--- config.mk ---
export PLATFORM = sky130hd
export DESIGN_NAME = spi_master_param
export DESIGN_NICKNAME = d
export VERILOG_FILES = /design/src/rtl/spi_pkg.sv /design/src/rtl/spi_clkgen.sv /design/src/rtl/spi_master_param.sv
export SDC_FILE = /design/constraint.sdc
export NUM_CORES = 1
export LEC_CHECK = 0
export BUFFER_PORTS_ARGS = -buffer_cell sky130_fd_sc_hd__buf_2
export CAP_MARGIN = 0
export CORE_MARGIN = 10
export CORE_UTILIZATION = 50
export DETAILED_ROUTE_END_ITERATION = 8
export PLACE_DENSITY = 0.81
export SKIP_LAST_GASP = 1
export SYNTH_ARGS = -nofsm -noshare
export SYNTH_HDL_FRONTEND = slang
export SYNTH_SLANG_ARGS = --single-unit
--- constraint.sdc ---
create_clock -name clk -period 1.85 [get_ports clk]
set_input_delay 0.2775 -clock clk [delete_from_list [all_inputs] [get_ports clk]]
set_output_delay 0.2775 -clock clk [all_outputs]
set_load 0.1 [all_outputs]
--- src/rtl/spi_pkg.sv ---
// Shared types and helpers for the parametrised SPI master.
package spi_pkg;

    typedef enum logic [1:0] {
        IDLE,
        LEAD,
        SHIFT,
        TRAIL
    } spi_state_t;

    typedef struct packed {
        logic cpol;
        logic cpha;
    } spi_mode_t;

    // cs_sel width: one bit minimum, even for a single slave.
    function automatic int cs_width(input int num_cs);
        return (num_cs > 1) ? $clog2(num_cs) : 1;
    endfunction

endpackage

--- src/rtl/spi_clkgen.sv ---
// SCLK half-period timer: tick strobe, leading/trailing edge flags and edge count.
module spi_clkgen #(
    parameter int DATA_W  = 8,
    parameter int CLK_DIV = 4
) (
    input  logic                               clk,
    input  logic                               rst,
    input  logic                               load,
    input  logic                               run,
    output logic                               tick,
    output logic                               lead_edge,
    output logic                               trail_edge,
    output logic [$clog2(2*DATA_W+1)-1:0]      edge_cnt
);

    localparam int DIV_W = (CLK_DIV > 1) ? $clog2(CLK_DIV) : 1;
    localparam int EC_W  = $clog2(2*DATA_W+1);
    localparam logic [DIV_W-1:0] DIV_LOAD = DIV_W'(CLK_DIV - 1);
    localparam logic [EC_W-1:0]  EC_LAST  = EC_W'(2*DATA_W);

    logic [DIV_W-1:0] div_cnt;

    assign tick       = run && (div_cnt == '0);
    // Once all 2*DATA_W toggles are done, ticks only time the trailing gap.
    assign lead_edge  = tick && (edge_cnt != EC_LAST) && !edge_cnt[0];
    assign trail_edge = tick && edge_cnt[0];

    always_ff @(posedge clk) begin
        if (rst || load) begin
            div_cnt  <= DIV_LOAD;
            edge_cnt <= '0;
        end else if (run) begin
            if (div_cnt == '0) begin
                div_cnt <= DIV_LOAD;
                if (edge_cnt != EC_LAST) begin
                    edge_cnt <= edge_cnt + EC_W'(1);
                end
            end else begin
                div_cnt <= div_cnt - DIV_W'(1);
            end
        end
    end

endmodule

--- src/rtl/spi_master_param.sv ---
// Parametrised SPI master: per-transfer CPOL/CPHA, programmable divider,
// selectable bit order and one-hot active-low chip selects.
module spi_master_param
    import spi_pkg::*;
#(
    parameter int DATA_W    = 8,
    parameter int NUM_CS    = 1,
    parameter int CLK_DIV   = 4,
    parameter int MSB_FIRST = 1
) (
    input  logic                          clk,
    input  logic                          rst,
    input  logic                          data_send_enable,
    input  logic [DATA_W-1:0]             data_send_master,
    input  logic [cs_width(NUM_CS)-1:0]   cs_sel,
    input  logic                          cpol,
    input  logic                          cpha,
    input  logic                          miso,
    output logic                          busy,
    output logic [DATA_W-1:0]             data_receive_master,
    output logic                          data_receive_master_enable,
    output logic [NUM_CS-1:0]             cs_n,
    output logic                          sclk,
    output logic                          mosi
);

    localparam int EC_W = $clog2(2*DATA_W+1);

    spi_state_t        state;
    spi_mode_t         mode;
    logic [DATA_W-1:0] tx_sr;
    logic [DATA_W-1:0] rx_sr;
    logic [DATA_W-1:0] tx_next;
    logic [NUM_CS-1:0] cs_dec;
    logic              start_ok;
    logic              tick;
    logic              lead_edge;
    logic              trail_edge;
    logic              last_edge;
    logic [EC_W-1:0]   edge_cnt;

    function automatic logic head(input logic [DATA_W-1:0] w);
        return (MSB_FIRST != 0) ? w[DATA_W-1] : w[0];
    endfunction

    function automatic logic [DATA_W-1:0] shift_in(input logic [DATA_W-1:0] r, input logic b);
        return (MSB_FIRST != 0) ? {r[DATA_W-2:0], b} : {b, r[DATA_W-1:1]};
    endfunction

    assign tx_next   = (MSB_FIRST != 0) ? {tx_sr[DATA_W-2:0], 1'b0} : {1'b0, tx_sr[DATA_W-1:1]};
    assign start_ok  = data_send_enable && (32'(cs_sel) < NUM_CS);
    assign last_edge = trail_edge && (edge_cnt == EC_W'(2*DATA_W - 1));

    always_comb begin
        cs_dec = '0;
        for (int unsigned i = 0; i < NUM_CS; i++) begin
            cs_dec[i] = (32'(cs_sel) == i);
        end
    end

    spi_clkgen #(
        .DATA_W  (DATA_W),
        .CLK_DIV (CLK_DIV)
    ) u_clkgen (
        .clk        (clk),
        .rst        (rst),
        .load       ((state == IDLE) && start_ok),
        .run        (state != IDLE),
        .tick       (tick),
        .lead_edge  (lead_edge),
        .trail_edge (trail_edge),
        .edge_cnt   (edge_cnt)
    );

    always_ff @(posedge clk) begin
        data_receive_master_enable <= 1'b0;
        if (rst) begin
            state               <= IDLE;
            mode                <= '0;
            busy                <= 1'b0;
            cs_n                <= '1;
            sclk                <= 1'b0;
            mosi                <= 1'b0;
            tx_sr               <= '0;
            rx_sr               <= '0;
            data_receive_master <= '0;
        end else begin
            unique case (state)
                IDLE: begin
                    sclk <= mode.cpol;
                    if (start_ok) begin
                        mode  <= {cpol, cpha};
                        sclk  <= cpol;
                        cs_n  <= ~cs_dec;
                        busy  <= 1'b1;
                        tx_sr <= data_send_master;
                        rx_sr <= '0;
                        if (!cpha) begin
                            mosi <= head(data_send_master);
                        end
                        state <= LEAD;
                    end
                end
                // The tick closing LEAD is itself sclk toggle 1, so the edge
                // count runs continuously from LEAD through SHIFT.
                LEAD, SHIFT: begin
                    if (tick) begin
                        sclk <= ~sclk;
                        if (lead_edge) begin
                            if (mode.cpha) begin
                                mosi  <= head(tx_sr);
                                tx_sr <= tx_next;
                            end else begin
                                rx_sr <= shift_in(rx_sr, miso);
                            end
                        end else if (trail_edge) begin
                            if (mode.cpha) begin
                                rx_sr <= shift_in(rx_sr, miso);
                            end else if (!last_edge) begin
                                mosi  <= head(tx_next);
                                tx_sr <= tx_next;
                            end
                        end
                        state <= last_edge ? TRAIL : SHIFT;
                    end
                end
                TRAIL: begin
                    if (tick) begin
                        cs_n                       <= '1;
                        busy                       <= 1'b0;
                        data_receive_master        <= rx_sr;
                        data_receive_master_enable <= 1'b1;
                        state                      <= IDLE;
                    end
                end
                default: state <= IDLE;
            endcase
        end
    end

endmodule

**Yosys cells after proc, flatten, opt, wreduce, memory -nomap -nowiden**

Cells that the tools add are included.
Widths: inputs -> output; s select.

- Equal/unequal tests: 15
- Bitwise logic cells: 2
- Mux-type cells: 40
- $add $sub $neg: 2
- Reduce and logical (&&, ||, !) cells: 25
- $lt $le $gt $ge: 1

Operators with widths:

| cell | count |
|---|---|
| $mux 8 | 13 |
| $pmux 8 s2 | 2 |
| $mux 1 | 16 |
| $ne 3x3->1 const B | 5 |
| $reduce_and 3->1 | 3 |
| $mux 2 | 4 |
| $pmux 1 s2 | 4 |
| $reduce_and 8->1 | 1 |
| $logic_and 1x1->1 | 7 |
| $reduce_and 7->1 | 1 |
| $pmux 2 s3 | 1 |
| $reduce_and 2->1 | 3 |
| $reduce_and 6->1 | 1 |
| $reduce_bool 2->1 | 3 |
| $add 5x1->5 const B | 1 |
| $eq 5x4->1 const B | 1 |
| $ne 5x5->1 const B | 1 |
| $eq 2x2->1 const B | 2 |
| $logic_not 2->1 | 2 |
| $ne 2x1->1 const B | 2 |
| $ne 2x2->1 const B | 2 |
| $ne 4x4->1 const B | 1 |
| $reduce_or 2->1 | 2 |
| $eq 2x1->1 const B | 1 |
| 5 further kinds | 6 |

- Register bits after elaboration: 40
- Word-level logic and storage cells: 98

**Depth between registers and ports, before layout**

Gate-level depths: netlist (run 1).

- Depth in word-level cells: 10
- Mapped depth: 8
- Depth with buffers taken out: 7

**By module**

A second synthesis (run 1) with hierarchy kept.

- Cell total of the unflattened synthesis: 239
- Area total of the unflattened synthesis: 1990.7 um^2

Modules (own cells, without submodules):

| module | area an instance (um^2) | cells an instance | instances |
|---|---|---|---|
| spi_master_param | 1610.3 | 195 | 1 |
| spi_clkgen | 380.4 | 44 | 1 |

**Least setup slack after synthesis (run 1)**

No wires, ideal clock.

- Kind: reg2reg
- Start: register u_clkgen.edge_cnt[0]
- End: register tx_sr[0]
- Setup time: 0.115 ns
- Buffers on the path: 2
- Path slack: 0.059 ns
- Arrival: 1.676 ns
- Stages on the path, launching flop included: 9
- Cells stage by stage: dfxtp_1 buf_2 inv_1 ha_1 nand4bb_1 buf_4 nand4_4 a21o_4 a31o_1

- Word-level cells in the longest chain between the ends: 6
- Elaborated cells between the ends (all ways): 15

RTL lines:

| what | RTL line | source |
|---|---|---|
| start, declared | spi_clkgen.sv:13 | `output logic [$clog2(2*DATA_W+1)-1:0] edge_cnt` |
| start signal, assigned | spi_clkgen.sv:36 | `edge_cnt <= edge_cnt + EC_W'(1);` |
| $ne 5x5->1 | spi_clkgen.sv:25 | `assign lead_edge = tick && (edge_cnt != EC_LAST) && !edge_cnt[0];` |
| $logic_and 1x1->1 (2 in series) | spi_clkgen.sv:25 |  |
| $mux 8 | spi_master_param.sv:109 | `if (lead_edge) begin` |
| $mux 8 | spi_master_param.sv:107 | `if (tick) begin` |
| $pmux 8 s2 | spi_master_param.sv:88 | `unique case (state)` |
| end signal, assigned | spi_master_param.sv:96 | `tx_sr <= data_send_master;` |
| end signal, assigned | spi_master_param.sv:112 | `tx_sr <= tx_next;` |
| end signal, assigned | spi_master_param.sv:121 | `tx_sr <= tx_next;` |
| end, declared | spi_master_param.sv:31 | `logic [DATA_W-1:0] tx_sr;` |

Several ways; a longest one is shown, not always the timed one. The select of a mux whose other input is x is not followed.
A chain may end at the register's enable or synchronous reset.

**Worst setup path after layout (run 1)**

- Start: register u_clkgen.edge_cnt[0]
- End: register tx_sr[1]

The elaborated chain is that of the path after synthesis.

==> flow_summary_export.csv, run 1 <==
group,metric,value,unit
worst_setup_path,worstSetupPathType,"reg -> reg",
grt,grt_use_met1,0.154,
detailed_routing,wire_per_inst,16.1,um
layout,nFillCells,318,
worst_setup_path,critical-path-slowest-cell,"dfxtp_2",
power,p_sw_frac,0.306,
synth,synth_common_cells,"dfxtp_1, a21oi_1, nand2_1, nor2_1, inv_1",
layout,final_cell_area,2460,um2
worst_setup_path,rr_endpoint,"tx_sr[1]",
power,power-per-cell-area,878,nW/um2
synth,synth.most_common_cell,"dfxtp_1",
clock_network,numCtsBuffers,5,
synth,syn_inst,224,
clock_network,htreeDepth,2,
clock_network,clock-sinks,40,
layout,antenna_cells,0,
detailed_routing,first_pass_iters,4,
grt,grt_max_degree,32,
timing,whs,219,ps
timing,worst_slack,20.4,ps
run_status,status,"finished clean",
clock_network,clk_latency,310,ps
synth,ys.flop_type,"dfxtp_1",
synth,synth_cell_types,44,
synth,syn_area,1980,um2
die,start_util,0.529,
die,die_h,83.0,um
die,die_x,83.0,um
power,pwr-share-seq,0.426,
detailed_routing,dr_total_vias,1782,
die,pin_count,28,
worst_hold_path,min-delay-start,"cpol",
die,core_area,3740,um2
power,ir_drop,0.000499,V
synth,synth_edf_count,0,
placement,place_area,2200,um2
worst_setup_path,worstPathCellList,"ha_1 > and3_1 > ha_2 > nor2_4 > a31oi_4 > a21o_4 > a211oi_2",
synth,yosys-top-cells-area,"dfxtp_1, a21oi_1, a211oi_2",
job,drv_cap,0,
worst_setup_path,rr_startpoint,"u_clkgen.edge_cnt[0]",
die,die_area,6880,um2
timing,period_needed,1830,ps
timing,fin_crit_sh,0.989,
grt,grt_antenna_before_repair,0,
timing,slew-limit-headroom,0.676,
synth,yosys_warnings,0,
worst_setup_path,worst-path-max-fanout,8,
power,power,2.16,mW
clock_network,ctsRootBufferMaster,"clkbuf_8",
detailed_routing,drcViolationCount,0,
die,num_rows,22,
layout,syn_to_final_growth,24.2,%
worst_hold_path,hold_path_end,"mode[1]",
power,share_comb_of_total_power,0.231,
timing,fmax,547,MHz
worst_setup_path,start_kind,"register",
detailed_routing,ant_nets,0,
worst_setup_path,r2r_cells,7,
synth,ys_seq_area_frac,0.404,
worst_setup_path,cp-end-kind,"register",
grt,grt_pass1_vias,1727,
grt,gr-total-overflow,0,
placement,dp.cells,297,
timing,finalHoldViolCount,0,
power,power_frac_clock,0.343,
power,internal_power,1.50,mW
worst_setup_path,rrSetupSlack,20,ps
detailed_routing,viasPerCell,5.71,
grt,use_met3,0.0459,
grt,use_met2,0.229,
timing,drv_slew,0,
layout,fin_util,0.658,
synth,synth_top_area_frac,0.404,
clock_network,tritoncts,"done",
power,p_leak,0.959,nW
worst_setup_path,path_buf_inv,0,
placement,place_ws,-80.2,ps
timing,totalNegativeSetupSlack,0,ps
layout,seqCellArea,803,um2
placement,gp_congestion,0.817,
synth,async_flop_share,0,
placement,dp_hpwl,3360,um
synth,ys_ff_latch,40,
grt,grt_util_all_layers,0.137,
placement,numPortBuffers,27,
timing,setup_viol,0,
synth,synthesis.nets,246,
synth,synth_top_area_cell,"dfxtp_1",
layout,nets,285,
detailed_routing,drt-initial-drc-count,135,
detailed_routing,routed_wl,5030,um
grt,grt_pass1_wl,8050,um
worst_setup_path,required,2080,ps
clock_network,path_clk_slew,80,ps
power,switching_power,661,uW
worst_hold_path,hp-class,"in -> reg",
worst_setup_path,critPathTopFamily,"compound AO/OA/AOI/OAI gates",
worst_hold_path,hold_depth,3,
grt,gr-max-usage-layer,"met2",
layout,multiInputGateArea,1130,um2
worst_setup_path,cp.arrival,2060,ps
clock_network,cts.path.max_buffers,2,
timing,rsz0062_at_grt,"yes",
layout,instances_no_fill,312,
timing,tightestPinTransition,489,ps
layout,drive_gt1_frac,0.326,
worst_setup_path,slowest_delay,340,ps
timing,clock_skew,8.47,ps
synth,synth_area_per_cell,8.85,um2
==> timing repair <==
action / 4_1_cts / 5_1_grt
endpoints found under the setup margin: 18 / 28
resized for setup: 5 / 19
gates cloned: 0 / 1
hold buffers: 0 / 0
pin swaps: 1 / 13
buffers inserted: 0 / 6
==> area by class of cell <==
cell class | count | share of cell area
clock inverters | 3 | 0.0193
multi-input cells | 156 | 0.460
repair buffers | 44 | 0.118
flip-flops and latches | 40 | 0.326
clock buffers | 5 | 0.0279
inverters | 16 | 0.0244
well taps | 48 | 0.0244
==> registers in the layout, indices dropped and copies added (netlist names) <==
| register | flops |
|---|---|
| busy | 1 |
| cs_n | 1 |
| data_receive_master | 8 |
| data_receive_master_enable | 1 |
| mode | 2 |
| mosi | 1 |
| rx_sr | 8 |
| sclk | 1 |
| state | 2 |
| tx_sr | 8 |
| u_clkgen.div_cnt | 2 |
| u_clkgen.edge_cnt | 5 |
==> kinds of logic after synthesis <==
kind of cell,count (synthesis),synth area share
compound gates,63,0.230
buf+inv,29,0.0625
simple gates,75,0.209
xor+xnor,4,0.0177
flops,40,0.404
mux,6,0.0322
fa+ha+maj,7,0.0442
==> per-layer routing <==
layer / wire length (um) / vias to the layer above / share of wire
met4: 121 / 0 / 0.024
met5: 0 / - / 0
met2: 2490 / 66 / 0.49
met3: 327 / 14 / 0.065
li1: - / 872 / -
met1: 2100 / 830 / 0.42
==> worst max-delay path by stage <==
stage                               startpoint       end  slack, ps  depth (start not counted)
after floorplan           u_clkgen.edge_cnt[0]  tx_sr[0]         60                          8
after global placement    u_clkgen.edge_cnt[0]  tx_sr[0]         50                          7
after detailed placement  u_clkgen.edge_cnt[0]  tx_sr[0]        -80                          7
after CTS                 u_clkgen.edge_cnt[0]  tx_sr[0]          2                          7
after global routing                  state[0]  tx_sr[6]        -30                          7
final                     u_clkgen.edge_cnt[0]  tx_sr[1]         20                          7
==> power by group through the flow <==
stage          Clock (mW)  Combinational, mW  Sequential, mW
6_report            0.742              0.500           0.920
4_1_cts             0.738              0.447           0.919
3_3_place_gp            0              0.414           0.936
2_1_floorplan           0              0.262           0.996
3_5_place_dp            0              0.427           0.938
5_1_grt             0.788              0.539           0.924
==> cells in the final DEF (no fill, tap or decap), types with 2 or more instances in the layout <==
cell	count
inv_1	15
nand3_1	2
nand3b_1	2
mux2_2	3
nand4_1	10
buf_2	27
o21ai_1	6
buf_6	4
a211oi_1	9
or2_2	2
clkbuf_8	5
nor2_4	2
a311oi_1	2
mux2i_1	3
xnor2_1	2
buf_4	12
a211oi_2	7
nand2_1	22
dfxtp_2	2
o21ai_0	3
ha_2	2
clkinv_4	2
ha_1	4
nor2_1	21
dfxtp_1	38
xor2_1	2
a21oi_1	26
==> worst register-to-register path, stage by stage (launching register included) <==
cell and delay (ps):
dfxtp_2 340, ha_1 200, and3_1 190, ha_2 200
nor2_4 160, a31oi_4 140, a21o_4 290, a211oi_2 230
Note: power is estimated with default switching activity, not from simulation.
==> inputs of run 2 (changes only) <==
==> constraint.sdc (replaced) <==
create_clock -name clk -period 1.5 [get_ports clk]
set_input_delay 0.225 -clock clk [delete_from_list [all_inputs] [get_ports clk]]
set_output_delay 0.225 -clock clk [all_outputs]
set_load 0.02 [all_outputs]
==> flow_summary_export.csv, run 2 (synthesis gave the netlist of run 1 again) <==
group,metric,value,unit
run_status,status,"complete, but fails checks",
run_status,violations,"negative setup slack",
worst_hold_path,min-delay-start,"cpol",
worst_setup_path,worstSetupPathType,"reg -> reg",
clock_network,path_clk_slew,80,ps
grt,grt_max_degree,32,
detailed_routing,dr_total_vias,2150,
detailed_routing,first_pass_iters,4,
detailed_routing,routed_wl,6850,um
worst_hold_path,hold_depth,3,
timing,slew-limit-headroom,0.709,
layout,final_cell_mix,"buf_4, dfxtp_1, buf_2",
timing,clock_skew,6.25,ps
timing,fmax,538,MHz
die,die_x,83.0,um
layout,syn_to_final_growth,54.9,%
die,pin_count,28,
grt,grt_pass1_wl,9650,um
die,core_area,3740,um2
timing,rsz0062_at_grt,"yes",
timing,finalHoldViolCount,0,
timing,drv_slew,0,
worst_setup_path,rr_endpoint,"tx_sr[7]",
timing,period_needed,1860,ps
power,power,2.87,mW
grt,gr-total-overflow,0,
job,drv_cap,0,
layout,nets,329,
detailed_routing,drt-initial-drc-count,177,
worst_setup_path,critical-path-slowest-cell,"a211oi_2",
detailed_routing,ant_nets,0,
worst_setup_path,crit_top_cell,"a211oi_2",
clock_network,ctsRootBufferMaster,"clkbuf_8",
detailed_routing,viasPerCell,6.04,
worst_hold_path,hp-class,"in -> reg",
power,power-per-cell-area,935,nW/um2
timing,fin_crit_sh,1.24,
layout,seqCellArea,808,um2
worst_setup_path,cp.arrival,2030,ps
placement,numPortBuffers,27,
worst_setup_path,slowest_delay,370,ps
power,p_leak,1.23,nW
worst_setup_path,rr_startpoint,"state[1]",
clock_network,tritoncts,"done",
layout,antenna_cells,0,
worst_hold_path,hold_path_end,"mode[1]",
worst_setup_path,worst-path-max-fanout,6,
power,ir_drop,0.000746,V
clock_network,clk_latency,310,ps
clock_network,numCtsBuffers,5,
timing,whs,159,ps
worst_setup_path,worstPathCellList,"inv_2 > ha_4 > and2b_4 > buf_12 > nand4_2 > a211oi_2 > a211oi_2",
grt,grt_util_all_layers,0.161,
worst_setup_path,r2r_cells,7,
layout,reg.largest.list,"data_receive_master (8), rx_sr (8), tx_sr (8)",
layout,final_common_cell,"buf_4",
timing,tightestPinTransition,436,ps
die,num_rows,22,
timing,setup_viol,38,
clock_network,cts.path.max_buffers,2,
worst_setup_path,start_kind,"register",
clock_network,htreeDepth,2,
timing,worst_slack,-357,ps
detailed_routing,drcViolationCount,0,
die,start_util,0.529,
detailed_routing,wire_per_inst,19.2,um
placement,dp_hpwl,3350,um
worst_setup_path,cp-end-kind,"register",
grt,grt_pass1_vias,2004,
die,die_h,83.0,um
worst_setup_path,required,1680,ps
die,die_area,6880,um2
worst_setup_path,rrSetupSlack,-360,ps
layout,nFillCells,212,
layout,multiInputGateArea,1360,um2
grt,grt_antenna_before_repair,0,
layout,drive_gt1_frac,0.532,
clock_network,clock-sinks,40,
placement,gp_congestion,0.848,
worst_setup_path,path_buf_inv,2,
worst_setup_path,critPathTopFamily,"simple AND/OR/NAND/NOR gates",
==> run 2: cell count changes in the layout (fill, tap and decap cells not counted), moves of 3 or more <==
cell and delta:
a211oi_1 -7, a211oi_2 +7, a21oi_1 -3, a21oi_2 +3
buf_4 +32, buf_6 +10, ha_1 -3, ha_4 +3
nand2_1 -3, o21ai_1 -6, o21ai_2 +6
==> run 2: repair_timing <==
action | 4_1_cts | 5_1_grt
resized for setup | 40 | 25
setup endpoints to repair | 33 | 35
buffers inserted | 14 | 14
hold buffers | 0 | 0
cloned | 2 | 0
pin swaps | 34 | 27
==> run 2: through the flow <==
stage	setup slack (ps)	area (um2)	cells	util	setup TNS, ps
finish	-357	3070	356	0.820	-6840
global route	-414	3070	356	0.820	-8820
detailed placement	-249	2430	319	0.649	-4310
CTS	-192	2840	343	0.760	-3250
floorplan	-130	2080	224	-	-1160
global placement	-208	2430	319	0.649	-3370
==> run 2: how the worst max path moves through the flow <==
stage / from / end / depth (start not counted)
final: state[1] / tx_sr[7] / 7
after global routing: state[1] / rx_sr[1] / 7
after CTS: state[1] / tx_sr[2] / 7
after detailed placement: u_clkgen.edge_cnt[0] / tx_sr[6] / 7
after global placement: u_clkgen.edge_cnt[0] / tx_sr[0] / 7
after floorplan: u_clkgen.edge_cnt[0] / tx_sr[0] / 7
==> run 2: final cells by class <==
class,instances,share of cell area
Clock buffer,5,0.0224
Inverter,16,0.0204
Multi-Input combinational cell,157,0.443
Clock inverter,3,0.0155
Tap cell,48,0.0196
Sequential cell,40,0.263
Timing Repair Buffer,87,0.216
==> run 2: power by group <==
part / leakage [nW] / internal, mW / switching, mW / total [mW]
clock: 0.0583 / 0.501 / 0.416 / 0.917
sequential: 0.327 / 1.11 / 0.0306 / 1.14
combinational: 0.849 / 0.391 / 0.426 / 0.817
==> run 2: tightest hold or removal path, delay by kind of cell <==
family	cells	cell delay, ps
and+or+nand+nor	1	70
buffers and inverters	1	80
muxes	1	50
==> run 2: routing by layer <==
metal  wire (um)  GRT usage  share of wire  vias to the layer above
met4         276     0.0585          0.040                        0
met3         617     0.0566          0.090                       31
met2        3360      0.274           0.49                      111
met1        2600      0.180           0.38                     1042
met5           0          0              0                        -
li1            -          -              -                      966
